<file path="src/rtl/hazard_forward_ctrl_pkg.sv">
// hazard_pkg: forwarding encodings, multiply FSM states and the shared forwarding-select helper
package hazard_pkg;
  localparam logic [1:0] FWD_REG = 2'b00;
  localparam logic [1:0] FWD_MEM = 2'b01;
  localparam logic [1:0] FWD_WB  = 2'b10;
  localparam int FWD_ADDR_W = 8;
  typedef enum logic {IDLE = 1'b0, BUSY = 1'b1} mul_state_t;
  function automatic logic [1:0] fwd_sel(input logic [FWD_ADDR_W-1:0] src, input logic [FWD_ADDR_W-1:0] mem_rd,
                                         input logic mem_we, input logic [FWD_ADDR_W-1:0] wb_rd, input logic wb_we);
    return (src == '0) ? FWD_REG :
           (mem_we && src == mem_rd) ? FWD_MEM :
           (wb_we && src == wb_rd) ? FWD_WB : FWD_REG;
  endfunction
endpackage

</file>
<file path="src/rtl/hazard_forward_ctrl_mul_busy_tracker.sv">
// mul_busy_tracker: tracks an in-flight multi-cycle multiply and the register it will write
module mul_busy_tracker
  import hazard_pkg::*;
#(
  parameter int REG_ADDR_W = 5,
  parameter int MUL_LAT    = 4,
  parameter int CNT_W      = 3
) (
  input  logic                  Clk,
  input  logic                  Rst_n,
  input  logic                  i_mul_start,
  input  logic [REG_ADDR_W-1:0] i_ex_rd,
  output logic                  o_mul_busy,
  output logic [REG_ADDR_W-1:0] o_mul_rd
);
  mul_state_t            r_state, w_state_nxt;
  logic [CNT_W-1:0]      r_cnt, w_cnt_nxt;
  logic [REG_ADDR_W-1:0] r_mul_rd, w_mul_rd_nxt;
  // State, countdown and destination registers; reset abandons any multiply in flight
  always_ff @(posedge Clk or negedge Rst_n) begin
    if (!Rst_n) begin
      r_state  <= IDLE;
      r_cnt    <= '0;
      r_mul_rd <= '0;
    end else begin
      r_state  <= w_state_nxt;
      r_cnt    <= w_cnt_nxt;
      r_mul_rd <= w_mul_rd_nxt;
    end
  end
  // Start only from IDLE (a start while busy is ignored); leave BUSY when the count reaches 1
  always_comb begin
    w_state_nxt  = r_state;
    w_cnt_nxt    = r_cnt;
    w_mul_rd_nxt = r_mul_rd;
    if (r_state == IDLE && i_mul_start) begin
      w_state_nxt  = BUSY;
      w_cnt_nxt    = CNT_W'(MUL_LAT - 1);
      w_mul_rd_nxt = i_ex_rd;
    end else if (r_state == BUSY) begin
      w_cnt_nxt   = r_cnt - CNT_W'(1);
      w_state_nxt = (r_cnt == CNT_W'(1)) ? IDLE : BUSY;
    end
  end
  assign o_mul_busy = (r_state == BUSY);
  assign o_mul_rd   = r_mul_rd;
endmodule

</file>
<file path="src/rtl/hazard_forward_ctrl.sv">
// hazard_forward_ctrl: operand forwarding plus load-use/multiply stall and flush (ID branch forwarding under BRANCH_ID_FWD_EN)
module hazard_forward_ctrl
  import hazard_pkg::*;
#(
  parameter int REG_ADDR_W = 5,
  parameter int MUL_LAT    = 4,
  parameter int CNT_W      = 3
) (
  input  logic                  Clk,
  input  logic                  Rst_n,
  input  logic [REG_ADDR_W-1:0] ID_Rs,
  input  logic [REG_ADDR_W-1:0] ID_Rt,
  input  logic                  ID_UsesRs,
  input  logic                  ID_UsesRt,
  input  logic                  ID_IsBranch,
  input  logic                  ID_IsMul,
  input  logic [REG_ADDR_W-1:0] EX_Rs,
  input  logic [REG_ADDR_W-1:0] EX_Rt,
  input  logic [REG_ADDR_W-1:0] EX_Rd,
  input  logic                  EX_RegWrite,
  input  logic                  EX_MemRead,
  input  logic                  EX_MulStart,
  input  logic [REG_ADDR_W-1:0] MEM_Rd,
  input  logic [REG_ADDR_W-1:0] WB_Rd,
  input  logic                  MEM_RegWrite,
  input  logic                  WB_RegWrite,
  input  logic                  MEM_MemRead,
  output logic [1:0]            ForwardA_EX,
  output logic [1:0]            ForwardB_EX,
  output logic [1:0]            ForwardA_ID,
  output logic [1:0]            ForwardB_ID,
  output logic                  Stall,
  output logic                  Flush_EX,
  output logic                  MulBusy
);
  logic                  w_mul_busy;
  logic [REG_ADDR_W-1:0] w_mul_rd;
  logic [1:0]            w_fwd_a_id, w_fwd_b_id;
  logic                  w_id_uses_ex, w_id_uses_mul, w_load_use, w_mul_haz, w_br_haz, w_hazard;
  mul_busy_tracker #(.REG_ADDR_W(REG_ADDR_W), .MUL_LAT(MUL_LAT), .CNT_W(CNT_W)) u_mul (
    .Clk        (Clk),
    .Rst_n      (Rst_n),
    .i_mul_start(EX_MulStart),
    .i_ex_rd    (EX_Rd),
    .o_mul_busy (w_mul_busy),
    .o_mul_rd   (w_mul_rd)
  );
  assign w_id_uses_ex  = (EX_Rd != '0) && ((ID_UsesRs && ID_Rs == EX_Rd) || (ID_UsesRt && ID_Rt == EX_Rd));
  assign w_id_uses_mul = (w_mul_rd != '0) && ((ID_UsesRs && ID_Rs == w_mul_rd) || (ID_UsesRt && ID_Rt == w_mul_rd));
  assign w_load_use    = EX_MemRead && EX_RegWrite && w_id_uses_ex;
  assign w_mul_haz     = w_mul_busy && (w_id_uses_mul || ID_IsMul);
`ifdef BRANCH_ID_FWD_EN
  logic w_id_uses_mem;
  assign w_id_uses_mem = (MEM_Rd != '0) && ((ID_UsesRs && ID_Rs == MEM_Rd) || (ID_UsesRt && ID_Rt == MEM_Rd));
  assign w_fwd_a_id = fwd_sel(FWD_ADDR_W'(ID_Rs), FWD_ADDR_W'(MEM_Rd), MEM_RegWrite, FWD_ADDR_W'(WB_Rd), WB_RegWrite);
  assign w_fwd_b_id = fwd_sel(FWD_ADDR_W'(ID_Rt), FWD_ADDR_W'(MEM_Rd), MEM_RegWrite, FWD_ADDR_W'(WB_Rd), WB_RegWrite);
  assign w_br_haz   = ID_IsBranch && ((EX_RegWrite && w_id_uses_ex) || (MEM_MemRead && w_id_uses_mem));
`else
  logic w_unused;
  assign w_unused   = ^{ID_IsBranch, MEM_MemRead};
  assign w_fwd_a_id = FWD_REG;
  assign w_fwd_b_id = FWD_REG;
  assign w_br_haz   = 1'b0;
`endif
  assign w_hazard = w_load_use || w_mul_haz || w_br_haz;
  // Reset forces every output low immediately, independent of the clock
  always_comb begin
    ForwardA_EX = Rst_n ? fwd_sel(FWD_ADDR_W'(EX_Rs), FWD_ADDR_W'(MEM_Rd), MEM_RegWrite, FWD_ADDR_W'(WB_Rd), WB_RegWrite) : FWD_REG;
    ForwardB_EX = Rst_n ? fwd_sel(FWD_ADDR_W'(EX_Rt), FWD_ADDR_W'(MEM_Rd), MEM_RegWrite, FWD_ADDR_W'(WB_Rd), WB_RegWrite) : FWD_REG;
    ForwardA_ID = Rst_n ? w_fwd_a_id : FWD_REG;
    ForwardB_ID = Rst_n ? w_fwd_b_id : FWD_REG;
    Stall       = Rst_n && w_hazard;
    Flush_EX    = Rst_n && w_hazard;
    MulBusy     = Rst_n && w_mul_busy;
  end
endmodule
</file>
<file path="config.mk">
export PLATFORM = sky130hd
export DESIGN_NAME = hazard_forward_ctrl
export DESIGN_NICKNAME = d
export VERILOG_FILES = /design/src/rtl/hazard_forward_ctrl_pkg.sv /design/src/rtl/hazard_forward_ctrl_mul_busy_tracker.sv /design/src/rtl/hazard_forward_ctrl.sv
export SDC_FILE = /design/constraint.sdc
export NUM_CORES = 1
export LEC_CHECK = 0
export CORE_UTILIZATION = 40
export DETAILED_ROUTE_END_ITERATION = 10
export PLACE_DENSITY_LB_ADDON = 0.15
export REMOVE_ABC_BUFFERS = 1
export SETUP_SLACK_MARGIN = 0.05
export SLEW_MARGIN = 20
export SYNTH_ARGS = -nofsm -noshare
export SYNTH_HDL_FRONTEND = slang
export SYNTH_SLANG_ARGS = --single-unit
</file>
<file path="constraint.sdc">
create_clock -name Clk -period 3.1 [get_ports Clk]
set_clock_uncertainty 0.15 [all_clocks]
set_input_delay 0.31 -clock Clk [delete_from_list [all_inputs] [get_ports Clk]]
set_output_delay 0.31 -clock Clk [all_outputs]
set_load 0.05 [all_outputs]
</file>
==> Yosys cells after proc, flatten, opt, wreduce, memory -nomap -nowiden <==
Index checks and enable logic that the tools add are counted.
{ "op_classes": {"n_addsub": 1, "n_eq_ne": 9, "mux": 13, "n_bitwise": 1, "reduce_logical": 25} }
{ "op_table": {"columns": ["operator", "n"], "rows": [
  ["5-bit == test", 8],
  ["1-bit logical AND", 16],
  ["2-bit two-way mux", 8],
  ["5-bit logical NOT", 2],
  ["5-bit nonzero test", 2],
  ["3-bit two-way mux", 2],
  ["1-bit logical OR", 4],
  ["3-bit by 1-bit == test with 1-bit output, second input constant", 1],
  ["1-bit two-way mux", 3],
  ["3-bit by 1-bit subtractor with 3-bit output, second input constant", 1],
  ["2-bit nonzero test", 1],
  ["1-bit NOT", 1]
]} }
{ "totals": {"ff_bits": 9, "inputBits": 47, "output_inout_bits": 11, "word_cells": 52} }

==> Depth between registers and ports, before layout <==
Gate-level depths: netlist of run 1.
{ "depth": {"word_depth": 8, "mapped_depth": 6, "mapped_depth_nobuf": 5} }

==> Modules after synthesis <==
A second synthesis of run 1 with hierarchy kept.
{ "unflattened": {"hier_cells": 105, "hier_area_um2": 985.9} }
{ "by_module_without_submodules": {"columns": ["module", "n_inst", "cells_per_inst", "area_each_um2", "seq_area_each_um2"], "rows": [
  ["hazard_forward_ctrl", 1, 78, 590.6, 0.0],
  ["mul_busy_tracker", 1, 27, 395.4, 225.2]
]} }

==> Worst setup path after synthesis of run 1 <==
Ideal clock, no wire load.
{ "synth_path": {"path_type": "input to output", "start": "input port MEM_Rd[3]", "end": "output port ForwardA_EX[1]", "arrival_time_ps": 2215, "required_ps": 2640, "setup_slack_ps": 425, "cell_stages": 4, "path_buffers": 0, "cell_sequence": "xor2_1 > nor4_1 > and3_1 > nor4_1"} }
{ "synth_via": {"elab_chain_cells": 5} }
{ "synth_lines": {"columns": ["item", "line", "rtl"], "rows": [
  ["from (decl)", "hazard_forward_ctrl.sv:23", "input logic [REG_ADDR_W-1:0] MEM_Rd,"],
  ["5-bit == test", "hazard_forward_ctrl_pkg.sv:11", "(mem_we && src == mem_rd) ? FWD_MEM :"],
  ["1-bit logical AND", "hazard_forward_ctrl_pkg.sv:11", null],
  ["2-bit two-way mux", "hazard_forward_ctrl_pkg.sv:11", null],
  ["2-bit two-way mux", "hazard_forward_ctrl_pkg.sv:10", "return (src == '0) ? FWD_REG :"],
  ["2-bit two-way mux", "hazard_forward_ctrl.sv:68", "ForwardA_EX = Rst_n ? fwd_sel(FWD_ADDR_W'(EX_Rs), FWD_ADDR_W'(MEM_Rd), MEM_RegWrite, FWD_ADDR_W'(WB_Rd), WB_Re ..."],
  ["to (decl)", "hazard_forward_ctrl.sv:28", "output logic [1:0] ForwardA_EX,"]
]} }
No other way between the ends.

==> Worst setup path in the final report of run 1 <==
{ "layout_path": {"start": "input port EX_Rd[2]", "end": "output port Stall"} }
{ "layout_via": {"elab_chain_cells": 7, "elab_cells_between_ends": 10, "cone_classes": "eq/ne (2); reduce/logical (8)"} }
{ "layout_lines": {"columns": ["item", "line", "rtl"], "rows": [
  ["from (decl)", "hazard_forward_ctrl.sv:19", "input logic [REG_ADDR_W-1:0] EX_Rd,"],
  ["5-bit == test", "hazard_forward_ctrl.sv:48", "assign w_id_uses_ex = (EX_Rd != '0) && ((ID_UsesRs && ID_Rs == EX_Rd) || (ID_UsesRt && ID_Rt == EX_Rd));"],
  ["1-bit logical AND", "hazard_forward_ctrl.sv:48", null],
  ["1-bit logical OR", "hazard_forward_ctrl.sv:48", null],
  ["1-bit logical AND (*)", "hazard_forward_ctrl.sv:48", null],
  ["1-bit logical AND (*)", "hazard_forward_ctrl.sv:50", "assign w_load_use = EX_MemRead && EX_RegWrite && w_id_uses_ex;"],
  ["1-bit logical OR (*)", "hazard_forward_ctrl.sv:65", "assign w_hazard = w_load_use || w_mul_haz || w_br_haz;"],
  ["1-bit logical AND (*)", "hazard_forward_ctrl.sv:72", "Stall = Rst_n && w_hazard;"],
  ["to (decl)", "hazard_forward_ctrl.sv:32", "output logic Stall,"]
]} }
Mark *: on every way between the ends. The rest lies on a longest branch, timed or not.

==> flow_summary.toml, run 1 <==
[logic_synthesis]
synth-compound-area-share_pct = 8.000
synthXorXnorAreaFrac_pct = 35.23
synth-simple-area-share_pct = 18.58
syn_inst = 108
netlist_area_um2 = 969.7
synthMuxAreaShare_pct = 5.806
synth_top_family_by_area = "XOR/XNOR gates"
avgSynthCellArea_um2 = 8.979
ys_seq_elements = 9
synth_area_leaders = "xor2_1, dfrtp_1, xnor2_1"
seq_area_frac_synth_pct = 23.23
synth_top_area_cell = "xor2_1"
yosysWarnings = 0
synth_top_area_share_pct = 23.48
ys_types = 29
synth_fa_ha_area_share_pct = 2.581

[pwr]
p_comb_share_pct = 50.8
p_sw_share_pct = 39.78
seq_power_share_pct = 36.4
switchingPower_uw = 273.3
powerDensity_nw_per_um2 = 453.1
p_int_uw = 413.7
peakVddDrop_v = 0.0003471
leakagePower_uw = 0.0006275
clockPowerShare_pct = 12.8

[timing]
rsz0062_at_grt = "no"
final.setup.tns_ns = 0
maxSlewHeadroom_pct = 66.42
tightest_slew_ns = 0.5022
post-route-period-util_pct = 81.69
fin_crit_ns = 2.533
drv_slew = 0
fmax_mhz = 394.9
setup_viol = 0
hold_violations = 0

[layout]
nNetsFinal = 211
syn_to_final_growth_pct = 56.39
finalNonFillerCells = 189
drive_gt1_share_pct = 9.317
diodes = 0

[clock_network]
clock_latency_ns = 0.25
cts_resized = 0
cts_buffer_depth = 2
path_clk_slew_ns = 0.06
hold_buffers = 0
cts_setup_buffers = 0
cts_max_level = 1
cts_tree = "built"
cts.sinks = 9
cts_buffers = 3
cts_root_buffer = "clkbuf_4"

[route]
wl_per_cell_um = 13.86
num_vias = 959
routed_wl_mm = 2.620
drt_iter0_markers = 9
first_pass_iters = 3
ant_nets = 0
via_per_inst = 5.074
drc = 0

[floorplanning]
die_w_um = 51.24
die_h_um = 51.24
coreArea_um2 = 2255
initial_core_util_pct = 43.01
die_area_um2 = 2625
io_pins = 58
num_rows = 17

[place]
dp.cells = 185
place.port_buffers = 51
place.gp.congestion = 0.8393
hpwl_mm = 2.295

[setup_path]
worstSetupStartpointType = "input pin"
cp.required_ns = 2.64
crit_path_end_kind = "output pin"
cp_cell_sequence = "clkdlybuf4s50_1, or4_1, o2111ai_1, a21oi_1, a211o_1, buf_4"
worst-path-buf-inv = 2
crit_path_max_incr_delay_ns = 0.53
crit_type = "in -> out"
crit_slowest_cell = "or4_1"
crit_arrival_ns = 2.07
worstPathMaxFanout = 4
cp_top_family = "buffers and inverters"

[worst_hold_path]
hp-class = "in -> async"

[global_route]
grt_usage_pct = 21.32
gr-total-overflow = 0
grt_pass1_vias = 974
grt_pass1_wl_mm = 4.202
grt_max_degree = 9
antenna_found_initial = 0

[job]
maxCapViolCount = 0

[outcome]
status = "complete, no violations"
[per-stage QoR]
stage / cell area (µm²) / hold slack (ns) / worst slack [ns] / power [µW] / util, %
2_1_floorplan: 939.7 / -0.1356 / 0.4246 / 458.4 / -
3_5_place_dp: 1490 / 0.3868 / 0.5796 / 602.4 / 66.09
5_1_grt: 1516 / 0.1677 / 0.4812 / 741.2 / 67.26
6_report: 1516 / 0.1485 / 0.5675 / 687.0 / 67.26
4_1_cts: 1516 / 0.1485 / 0.5776 / 694.1 / 67.26
3_3_place_gp: 1490 / 0.3510 / 0.5832 / 584.9 / 66.09
[power groups by stage]
stage / clock (µW) / combinational [µW] / sequential, µW
after floorplan: 0 / 229 / 229
final: 88.3 / 349 / 250
after CTS: 92.7 / 352 / 249
after detailed placement: 0 / 351 / 251
after global routing: 98.7 / 382 / 260
after global placement: 0 / 341 / 244
[routing by layer]
layer  global-route usage [%]  vias up  routed length, µm
met4                    7.658        0                 35
met2                    36.40       28               1273
met5                        0        -                  0
li1                         -      480                  -
met3                    2.083        4                119
met1                    27.74      447               1192
[flip-flops by register name, indices dropped and copies added (netlist names)]
signal	flops
u_mul.o_mul_busy	1
u_mul.o_mul_rd	5
u_mul.r_cnt	3
[area by class of cell]
cell class	count	area [µm²]
clock buffer	4	26.28
multi-input combinational	91	695.7
inverter	5	18.77
sequential	9	225.2
tap	28	35.03
fill	195	738.2
timing repair buffer	52	515.5
[cell usage in the layout (no fill, tap or decap), types with 2 or more instances in the layout]
| master | netlist | final |
|---|---|---|
| ha_1 | 2 | 2 |
| inv_1 | 5 | 5 |
| xnor2_1 | 13 | 13 |
| mux2_2 | 5 | 5 |
| and3_1 | 2 | 2 |
| buf_4 | 5 | 6 |
| and2_1 | 2 | 2 |
| a21oi_1 | 3 | 3 |
| dfrtp_1 | 9 | 9 |
| and3b_1 | 2 | 2 |
| clkbuf_4 | 0 | 3 |
| or4_1 | 4 | 4 |
| nor4_1 | 8 | 8 |
| clkdlybuf4s50_1 | 0 | 45 |
| nand3_1 | 5 | 5 |
| xor2_1 | 26 | 26 |
| conb_1 | 1 | 4 |
| nor2_1 | 3 | 3 |
[kinds of logic (layout without fill, tap and decap cells)]
family	count (synthesis)	after routing
AOI/OAI and AO/OA	11	11
xor gates and xnor gates	39	39
adders and majority gates	2	2
buffers and inverters	11	61
DFF	9	9
muxes	5	5
other	1	4
and+or+nand+nor	30	30
[synthesized netlist by cell type]
| library cell | n |
|---|---|
| a211o_1 | 1 |
| a21oi_1 | 3 |
| a221oi_1 | 1 |
| a22o_1 | 1 |
| a22oi_1 | 1 |
| a31oi_1 | 1 |
| and2_1 | 2 |
| and3_1 | 2 |
| and3b_1 | 2 |
| buf_4 | 5 |
| clkbuf_1 | 1 |
| conb_1 | 1 |
| dfrtp_1 | 9 |
| ha_1 | 2 |
| inv_1 | 5 |
| mux2_2 | 5 |
| nand2_1 | 1 |
| nand2b_1 | 1 |
| nand3_1 | 5 |
| nand4_1 | 1 |
| nor2_1 | 3 |
| nor3_1 | 1 |
| nor4_1 | 8 |
| o2111ai_1 | 1 |
| o21ai_1 | 1 |
| o221ai_1 | 1 |
| or4_1 | 4 |
| xnor2_1 | 13 |
| xor2_1 | 26 |
[path summary, 6_finish.rpt]
path | slack (ns) | to | cells after the start | from
setup / recovery | 0.57 | Stall | 6 | EX_Rd[2]
hold / removal | 0.15 | u_mul.o_mul_busy | 1 | Rst_n
setup reg to reg | 1.74 | u_mul.o_mul_rd[0] | 2 | u_mul.o_mul_busy
hold reg to reg | 0.38 | u_mul.r_cnt[0] | 1 | u_mul.r_cnt[0]
max in group asynchronous | 2.26 | u_mul.o_mul_rd[2] | 2 | Rst_n
min in group Clk | 0.38 | u_mul.r_cnt[0] | 1 | u_mul.r_cnt[0]
No activity file was read; power rests on OpenSTA's default activity.
==> run 2: changes to the inputs <==
--- a/config.mk
+++ b/config.mk
@@ -5,7 +5,7 @@
 export SDC_FILE = /design/constraint.sdc
 export NUM_CORES = 1
 export LEC_CHECK = 0
-export CORE_UTILIZATION = 40
+export CORE_UTILIZATION = 34
 export DETAILED_ROUTE_END_ITERATION = 10
 export PLACE_DENSITY_LB_ADDON = 0.15
 export REMOVE_ABC_BUFFERS = 1
==> constraint.sdc (replaced) <==
create_clock -name Clk -period 2.3 [get_ports Clk]
set_clock_uncertainty 0.15 [all_clocks]
set_input_delay 0.23 -clock Clk [delete_from_list [all_inputs] [get_ports Clk]]
set_output_delay 0.23 -clock Clk [all_outputs]
set_load 0.05 [all_outputs]
==> flow_summary.toml, run 2 (same netlist as run 1, synthesis figures left out) <==
[global_route]
grt_pass1_vias = 1076
grt_pass1_wl_mm = 4.781
gr-total-overflow = 0
grt_usage_pct = 19.14
antenna_found_initial = 0
grt_max_degree = 9

[setup_path]
reg2regPathDepth = 2
cp_top_family = "simple AND/OR/NAND/NOR gates"
crit_slowest_cell = "or4_1"
rrSetupSlack_ns = 0.91
crit_path_end_kind = "output pin"
crit_arrival_ns = 1.87
cp.required_ns = 1.92
worstPathMaxFanout = 3
regToRegStartpoint = "u_mul.o_mul_busy"
crit_type = "reg -> out"
cp_cell_sequence = "or4_1, o21ai_1, a21oi_1, a211o_1, buf_12"
timing.rr.end = "u_mul.o_mul_rd[1]"
worstSetupStartpointType = "register"
crit_path_max_incr_delay_ns = 0.53
worst-path-buf-inv = 1

[clock_network]
cts_tree = "built"
clock_latency_ns = 0.26
cts_max_level = 1
path_clk_slew_ns = 0.06
cts.sinks = 9
cts_root_buffer = "clkbuf_4"
cts_buffer_depth = 2
cts_buffers = 3
hold_buffers = 0

[timing]
rsz0062_at_grt = "yes"
fin_crit_ns = 2.254
post-route-period-util_pct = 98.02
fin_hold_ws_ns = 0.1840
fmax_mhz = 443.6
final.setup.tns_ns = 0
hold_violations = 0
setup_viol = 0
drv_slew = 0

[pwr]
p_int_uw = 629.3
p_sw_share_pct = 38.44
peakVddDrop_v = 0.0005445
p_comb_share_pct = 56.6
seq_power_share_pct = 31.5
powerDensity_nw_per_um2 = 602.9
switchingPower_uw = 392.9
leakagePower_uw = 0.0007179
clockPowerShare_pct = 11.8

[floorplanning]
die_area_um2 = 3070
die_w_um = 55.41
io_pins = 58
initial_core_util_pct = 35.47
die_h_um = 55.41
coreArea_um2 = 2734
num_rows = 19

[route]
drt_iter0_markers = 16
drc = 0
wl_per_cell_um = 13.59
first_pass_iters = 4
ant_nets = 0
routed_wl_mm = 2.772
via_per_inst = 4.980
num_vias = 1016

[layout]
drive_gt1_share_pct = 18.50
final_cell_mix = "clkdlybuf4s50_1, xor2_1, xnor2_1, buf_4, dfrtp_1"
layout_commonest_cell = "clkdlybuf4s50_1"
fillers = 231
largest_reg_flops = 5
diodes = 0
syn_to_final_growth_pct = 74.84
nNetsFinal = 223

[worst_hold_path]
hp-class = "in -> async"

[place]
place.port_buffers = 51
hpwl_mm = 2.349
place.gp.congestion = 0.8387

[job]
maxCapViolCount = 0

[outcome]
status = "complete, no violations"
run 2: cell types whose count changed in the layout (fill, tap and decap cells not counted), sizes merged:
cell,before,now
buf,7,20
clkdlybuf4s50,45,40
dlygate4sd2,0,4
clkinv,0,1
clkbuf,4,3
run 2: worst max path at each step:
| stage | startpoint | to | slack, ns | depth (start not counted) |
|---|---|---|---|---|
| 6_report | u_mul.o_mul_rd[4] | Flush_EX | 0.05 | 5 |
| 2_1_floorplan | MEM_Rd[3] | ForwardA_EX[1] | -0.22 | 4 |
| 3_3_place_gp | EX_Rd[3] | Flush_EX | -0.03 | 6 |
| 4_1_cts | u_mul.o_mul_rd[3] | Flush_EX | 0.05 | 5 |
| 3_5_place_dp | EX_Rd[2] | Flush_EX | -0.07 | 8 |
| 5_1_grt | u_mul.o_mul_rd[3] | Flush_EX | -0.03 | 5 |
run 2: final cells by class:
| cell class | count | area [µm²] | share of cell area (%) |
|---|---|---|---|
| multi-input combinational | 91 | 711.9 | 41.99 |
| sequential | 9 | 225.2 | 13.28 |
| inverter | 5 | 18.77 | 1.107 |
| tap | 31 | 38.79 | 2.288 |
| clock inverter | 1 | 5.005 | 0.2952 |
| clock buffer | 3 | 22.52 | 1.328 |
| timing repair buffer | 64 | 673.1 | 39.70 |
run 2: metal layers:
metal  wire, µm  global-route usage (%)
met2       1371                   33.56
met1       1272                   24.45
met4         18                   4.643
met5          0                       0
met3        111                   3.044
run 2: power groups by stage:
stage	sequential [µW]	combinational, µW	clock, µW
floorplan	309	309	0
global placement	335	496	0
detailed placement	336	516	0
CTS	317	585	127
global route	336	633	135
finish	322	579	121
run 2: stage by stage:
step | worst slack [ns] | total power (µW) | instances | area (µm²) | util (%)
global route | -0.03068 | 1104 | 204 | 1695 | 62.01
global placement | -0.02844 | 830.4 | 196 | 1627 | 59.50
floorplan | -0.2154 | 617.8 | 105 | 939.7 | -
detailed placement | -0.06548 | 852.1 | 196 | 1627 | 59.50
CTS | 0.05093 | 1028 | 204 | 1695 | 62.01
finish | 0.04564 | 1022 | 204 | 1695 | 62.01
run 2: what timing repair did:
item / in CTS / in global routing
endpoints found under the setup margin: 2 / 2
pin swaps: 5 / 0
setup buffers: 4 / 0
resized for setup: 7 / 0
